--- src/rtl/alu_seq_ctrl.sv ---
// Instruction sequencer: buffers packed ALU instructions in a FIFO, issues one ALU op per entry
// and returns results in order. Define ALU_SEQ_CTRL_OPCHK_EN to enable the illegal-opcode check.
module alu_seq_ctrl #(
    parameter int unsigned BIT_LENGTH    = 8,
    parameter int unsigned INSTR_LENGTH  = 20,
    parameter int unsigned OPCODE_LENGTH = 4,
    parameter int unsigned FIFO_DEPTH    = 4
) (
    input  logic                     clk,
    input  logic                     rst,
    input  logic                     instr_valid,
    input  logic [INSTR_LENGTH-1:0]  instr,
    output logic                     instr_ready,
    output logic                     res_valid,
    output logic [INSTR_LENGTH-1:0]  res_data,
    output logic                     res_err,
    input  logic                     res_ready,
    output logic                     alu_exec_en,
    output logic [BIT_LENGTH-1:0]    alu_a,
    output logic [BIT_LENGTH-1:0]    alu_b,
    output logic [OPCODE_LENGTH-1:0] alu_opcode,
    input  logic [INSTR_LENGTH-1:0]  alu_out,
    output logic                     busy
);
    localparam int unsigned PtrW = (FIFO_DEPTH > 1) ? $clog2(FIFO_DEPTH) : 1;
    localparam int unsigned CntW = $clog2(FIFO_DEPTH + 1);

    typedef enum logic [1:0] {StIdle, StExec, StResp} state_e;

    state_e                   state;
    logic [INSTR_LENGTH-1:0]  mem [FIFO_DEPTH];
    logic [PtrW-1:0]          wr_ptr;
    logic [PtrW-1:0]          rd_ptr;
    logic [CntW-1:0]          count;
    logic                     op_illegal;

    logic                     push;
    logic                     pop;
    logic                     fifo_empty;
    logic                     head_legal;
    logic [INSTR_LENGTH-1:0]  head;
    logic [OPCODE_LENGTH-1:0] head_opcode;

    assign fifo_empty  = (count == '0);
    assign instr_ready = (count != CntW'(FIFO_DEPTH));
    assign push        = instr_valid && instr_ready;
    // The head is consumed either from idle or straight out of a completed response handshake.
    assign pop         = !fifo_empty && ((state == StIdle) || ((state == StResp) && res_ready));
    assign head        = mem[rd_ptr];
    assign head_opcode = head[INSTR_LENGTH-1 -: OPCODE_LENGTH];
    assign busy        = (state != StIdle) || !fifo_empty;

`ifdef ALU_SEQ_CTRL_OPCHK_EN
    assign head_legal = (head_opcode <= OPCODE_LENGTH'(8));
`else
    assign head_legal = 1'b1;
`endif

    always_ff @(posedge clk) begin
        if (push) begin
            mem[wr_ptr] <= instr;
        end
    end

    always_ff @(posedge clk) begin
        if (rst) begin
            wr_ptr <= '0;
            rd_ptr <= '0;
            count  <= '0;
        end else begin
            if (push) begin
                wr_ptr <= wr_ptr + 1'b1;
            end
            if (pop) begin
                rd_ptr <= rd_ptr + 1'b1;
            end
            if (push && !pop) begin
                count <= count + 1'b1;
            end else if (pop && !push) begin
                count <= count - 1'b1;
            end
        end
    end

    always_ff @(posedge clk) begin
        if (rst) begin
            state       <= StIdle;
            alu_exec_en <= 1'b0;
            alu_a       <= '0;
            alu_b       <= '0;
            alu_opcode  <= '0;
            op_illegal  <= 1'b0;
            res_valid   <= 1'b0;
            res_data    <= '0;
            res_err     <= 1'b0;
        end else begin
            alu_exec_en <= 1'b0;
            // Every pop leads into EXEC on the next cycle, so the strobe is set here.
            if (pop) begin
                alu_opcode  <= head_opcode;
                alu_a       <= head[2*BIT_LENGTH-1 -: BIT_LENGTH];
                alu_b       <= head[BIT_LENGTH-1:0];
                op_illegal  <= !head_legal;
                alu_exec_en <= head_legal;
            end
            unique case (state)
                StIdle: begin
                    if (pop) begin
                        state <= StExec;
                    end
                end
                StExec: begin
                    res_data  <= op_illegal ? '0 : alu_out;
                    res_err   <= op_illegal;
                    res_valid <= 1'b1;
                    state     <= StResp;
                end
                StResp: begin
                    if (res_ready) begin
                        res_valid <= 1'b0;
                        state     <= pop ? StExec : StIdle;
                    end
                end
                default: state <= StIdle;
            endcase
        end
    end

endmodule
--- config.mk ---
export PLATFORM = sky130hd
export DESIGN_NAME = alu_seq_ctrl
export DESIGN_NICKNAME = d
export VERILOG_FILES = /design/src/rtl/alu_seq_ctrl.sv
export SDC_FILE = /design/constraint.sdc
export NUM_CORES = 1
export LEC_CHECK = 0
export CAP_MARGIN = 40
export CORE_ASPECT_RATIO = 0.9
export CORE_MARGIN = 4
export CORE_UTILIZATION = 40
export CTS_CLUSTER_DIAMETER = 80
export CTS_CLUSTER_SIZE = 16
export DETAILED_ROUTE_END_ITERATION = 7
export GPL_TIMING_DRIVEN = 1
export PLACE_DENSITY = 0.68
export SETUP_SLACK_MARGIN = 0.2
export SLEW_MARGIN = 20
export SYNTH_ARGS = -nofsm -noshare
export SYNTH_HDL_FRONTEND = slang
export SYNTH_SLANG_ARGS = --single-unit
export TNS_END_PERCENT = 5
--- constraint.sdc ---
create_clock -name clk -period 2.27 [get_ports clk]
set_input_delay 0.3405 -clock clk [delete_from_list [all_inputs] [get_ports clk]]
set_output_delay 0.3405 -clock clk [all_outputs]
set_load 0.02 [all_outputs]
=== Yosys cells after proc, flatten, opt, wreduce, memory -nomap -nowiden ===
Memories as Yosys holds them, arrays and structs flattened. A register that Yosys moved wholly into a read port is not among the register bits.
Cells that the tools add are included.

* Add/subtract/negate cells: 4
* Multiply operators: 0
* Div/mod/pow operators: 0
* Order comparisons: 0
* Equal/unequal tests: 5
* Shifts and indexed selects: 0
* Multiplexer cells: 11
* Bitwise gates (word level): 0
* Reduce and logical (&&, ||, !) cells: 17

{| class="wikitable"
|+ Operators by type and width
! operator !! number
|-
| 3-bit 2-to-1 mux || 2
|-
| 2-bit case mux with 3 select lines || 1
|-
| 2-bit nonzero test || 3
|-
| 1-bit logical AND || 5
|-
| 1-bit 2-to-1 mux || 5
|-
| 2-bit by 1-bit adder with 2-bit output, second input constant || 2
|-
| 2-bit 2-to-1 mux || 2
|-
| 2-bit != test, second input constant || 2
|-
| 2-bit AND reduction || 2
|-
| 3-bit by 1-bit adder with 3-bit output, second input constant || 1
|-
| 1-bit logical NOT || 3
|-
| 3-bit logical NOT || 1
|-
| 3-bit != test, second input constant || 1
|-
| 3-bit by 1-bit subtractor with 3-bit output, second input constant || 1
|-
| 2-bit by 1-bit equality test with 1-bit output, second input constant || 1
|-
| 2-bit equality test, second input constant || 1
|-
| 2-bit logical NOT || 1
|-
| 1-bit logical OR || 2
|-
| 1-bit case mux with 2 select lines || 1
|}

* Flip-flop bits (word level): 31
* Latch bits: 0
* Bits in writable memories: 80
* Bits in read-only memories: 0
* Memories: 1

{| class="wikitable"
|+ Memory list
! memory !! words !! width !! read ports !! clocked after memory_dff !! wr ports !! RTL line !! text
|-
| mem || 4 || 20 || 1 || 1 || 1 || 31 || <nowiki>logic [INSTR_LENGTH-1:0] mem [FIFO_DEPTH];</nowiki>
|}

=== Depth between registers and ports, before layout ===
* Depth in word-level cells: 7
* Mapped depth: 9
* Gate-level depth less buffers: 8

=== Least setup slack after synthesis ===
Ideal clock, no wire load.

* Path kind: reg-to-reg
* Start point: register count[0]
* End point: register count[2]
* Data arrival time: 2079 ps
* Data required time: 2200 ps
* Setup slack: 120 ps
* Cell stages (with the launch flop): 10
* Path through: dfxtp_1 or3_1 clkbuf_1 nand3_1 ha_1 inv_1 fa_1 xor2_1 or3_1 a21oi_1

* Cells in the longest elaborated chain, start to end: 6
* Elaborated cells on any way between the ends: 14

{| class="wikitable"
|+ RTL lines
! item !! RTL line !! text
|-
| start, declared || 34 || <nowiki>logic [CntW-1:0] count;</nowiki>
|-
| start signal, assigned || 78 || <nowiki>count <= count + 1'b1;</nowiki>
|-
| start signal, assigned || 80 || <nowiki>count <= count - 1'b1;</nowiki>
|-
| parallel branches: the longest is 6 deep, another holds 3-bit by 1-bit subtractor with 3-bit output || n/a ||
|}

Parallel ways; which one is timed is not known. The select of a mux whose other input is x is not followed.
A chain may end at the register's enable or synchronous reset.

=== Worst setup path in the final report ===
* Start point: register count[2]
* End point: register count[2]

Same word-level chain as after synthesis.

==> results.py <==
metrics = {
    "yosys": {
        "synthTopCellsByArea": "edfxtp_1, dfxtp_1, mux4_2",
        "ys_seq_area_share_pct": 68.2,
        "ys_ff_latch": 131,
        "synth-edff-count": 80,
        "syn-cell-area_sq_um": 5020,
        "postSynthAreaPerCell_sq_um": 14.1,
        "synth_top_cell_by_area": "edfxtp_1",
        "ys_types": 30,
        "ys.warnings.count": 0,
        "synth_nets": 407,
        "synthFlopType": "edfxtp_1",
        "ys_async_sr_fraction_pct": 0,
        "synth_top_area_share_pct": 47.9,
        "netlist_instances": 357,
    },
    "drt": {
        "routed_via_density": 5.15,
        "wl_per_cell_um": 16.9,
        "dr.pass1.iters": 4,
        "vias": 3239,
        "drtIter0Drc": 176,
        "routed_wl_um": 10600,
        "ant_nets": 0,
        "drcViolationCount": 0,
    },
    "placed_design": {
        "io_buffers": 87,
        "dpl.cell_count": 596,
        "gp_congestion": 0.758,
        "dp_hpwl_um": 6880,
    },
    "clock_tree": {
        "clk_latency_ns": 0.41,
        "cts_tree": "done",
        "cts_sinks": 131,
        "clockBufferDepth": 2,
        "clk_pin_slew_ns": 0.05,
        "cts_root_buf": "clkbuf_16",
        "cts_hold_buf": 0,
        "numCtsBuffers": 17,
        "htree_levels": 4,
    },
    "timing": {
        "period_share_pct": 89.5,
        "worstMarginPinSlew_ns": 0.750,
        "max_freq_mhz": 492,
        "min_period_ns": 2.03,
        "rsz0062_at_grt": "true",
        "maxSlewHeadroom_pct": 50.0,
        "hold_viol": 0,
        "maxSlewViolCount": 0,
        "clock_skew_ns": 0.0104,
        "setup_viol": 0,
    },
    "die": {
        "core-area_sq_um": 12200,
        "die_h_um": 114,
        "dieArea_sq_um": 14400,
        "std_cell_rows": 38,
        "start_util_pct": 41.2,
        "pin_count": 89,
        "die_w_um": 126,
    },
    "critical_path": {
        "slowest_stage": "or3_4",
        "cpPeakStageDelay_ns": 0.41,
        "worstPathCellList": "or3_4 -> nand3_4 -> ha_4 -> inv_1 -> fa_2 -> xor2_1 -> or3_1 -> a21oi_1",
        "startpoint_type": "flip-flop",
        "cp-end-kind": "flip-flop",
        "required_ns": 2.60,
        "crit_fanout": 5,
        "critPathKind": "flip-flop to flip-flop",
        "critPathArrivalTime_ns": 2.36,
    },
    "final_layout": {
        "diodes": 0,
        "drive_above_1_share_pct": 17.5,
        "final_cells": 629,
        "nets": 506,
        "area_delta_synth_final_pct": 34.0,
    },
    "grt": {
        "grt_max_degree": 42,
        "grtUsageMet1_pct": 18.9,
        "grtUsageMet2_pct": 24.6,
        "grt_pass1_wl_um": 17100,
        "grt_antenna_before_repair": 0,
        "use_met3_pct": 6.81,
        "grt.total_usage_pct": 15.5,
        "busiest_layer": "met2",
        "grt.overflow.total": 0,
        "grt_pass1_vias": 3305,
    },
    "power_and_ir_drop": {
        "vdd_drop_max_uv": 594,
        "power_mw": 8.49,
        "p_per_area_nw_per_um2": 1260,
        "p_leak_nw": 2.34,
    },
    "min_path": {
        "hold_class": "input pin to flip-flop",
    },
    "outcome": {
        "status": "finished clean",
    },
    "job": {
        "drv_cap": 0,
    },
}
power breakdown:
group | switching, mW | internal, mW
clock network | 0.975 | 1.60
logic | 1.48 | 1.29
registers | 0.204 | 2.94
total | 2.66 | 5.83
layout make-up:
| type | count | area, sq um |
|---|---|---|
| Inverter | 6 | 22.5 |
| Clock inverter | 11 | 101 |
| Timing Repair Buffer | 110 | 1030 |
| Tap cell | 160 | 200 |
| Sequential cell | 131 | 3430 |
| Multi-Input combinational cell | 190 | 1460 |
| Clock buffer | 21 | 472 |
| Fill cell | 1014 | 5450 |
cell usage after synthesis (4+ instances only):
cell	instances
o31ai_1	21
and3_1	4
dfxtp_1	51
nand2_1	42
mux4_2	18
nor2b_1	4
ha_1	5
a21oi_1	46
inv_1	6
buf_2	10
nor2_1	6
clkbuf_1	14
nand4_1	21
edfxtp_1	80
cell families after synthesis:
group,Yosys count,synth area share (%)
simple gates,89,8.63
flops,131,68.2
mux,22,9.55
fa+ha+maj,6,1.65
compound gates,70,8.03
buf+inv,36,3.47
xor+xnor,2,0.349
other cells,1,0.0748
sequential cells by signal, summed over array words and instances, names as in the netlist:
signal and count:
alu_b 8, rd_ptr 2, state 2, mem 80, res_data 20, alu_opcode 4
alu_a 8, res_valid 1, count 3, alu_exec_en 1, wr_ptr 2
layout by cell type (no fill, tap or decap), types with 6 or more instances in the layout:
cell,n
inv_1,6
dfxtp_1,49
buf_4,23
a21oi_1,46
nand4_1,21
clkbuf_16,18
o31ai_1,21
nand2_1,42
clkdlybuf4s50_1,84
edfxtp_1,80
nor2_1,6
mux4_2,18
stage by stage:
stage,setup WS (ns),utilization [%],cell area [sq um],hold WS [ns],TNS (ns)
final,0.238,55.2,6720,0.271,0
after global routing,0.167,55.2,6720,0.269,0
after CTS,0.0713,55.0,6700,0.247,0
after detailed placement,-0.0914,50.3,6120,0.448,-0.0914
after global placement,-0.0341,50.3,6120,0.442,-0.0341
after floorplan,0.209,-,5040,0.439,0
worst paths after layout:
check / startpoint / endpoint / slack [ns] / cells past startpoint
worst min register to register: res_data[9] / res_data[9] / 0.46 / 2
worst min-delay path: rst / alu_a[4] / 0.27 / 2
worst max-delay path: count[2] / count[2] / 0.24 / 8
worst max register to register: count[2] / count[2] / 0.24 / 8
metal layers:
metal	up-vias	wire length, um
met1	1553	4610
met4	0	158
met2	121	5040
li1	1550	-
met3	15	822
met5	-	0
worst max-delay path: cells and delay by family, from the launching register on:
| kind | cells | cell delay, ns |
|---|---|---|
| AND/OR/NAND/NOR | 3 | 0.80 |
| adder cells (fa/ha/maj) | 2 | 0.47 |
| flip-flops | 1 | 0.35 |
| XOR/XNOR | 1 | 0.16 |
| AO/OA/AOI/OAI | 1 | 0.12 |
| buffers and inverters | 1 | 0.05 |
repair_timing:
item,4_1_cts,5_1_grt
endpoints found under the setup margin,3,3
setup buffers,0,1
pin swaps,0,3
gates resized for setup,4,7
gates cloned,0,0
Power figures use the tool's default switching activity.
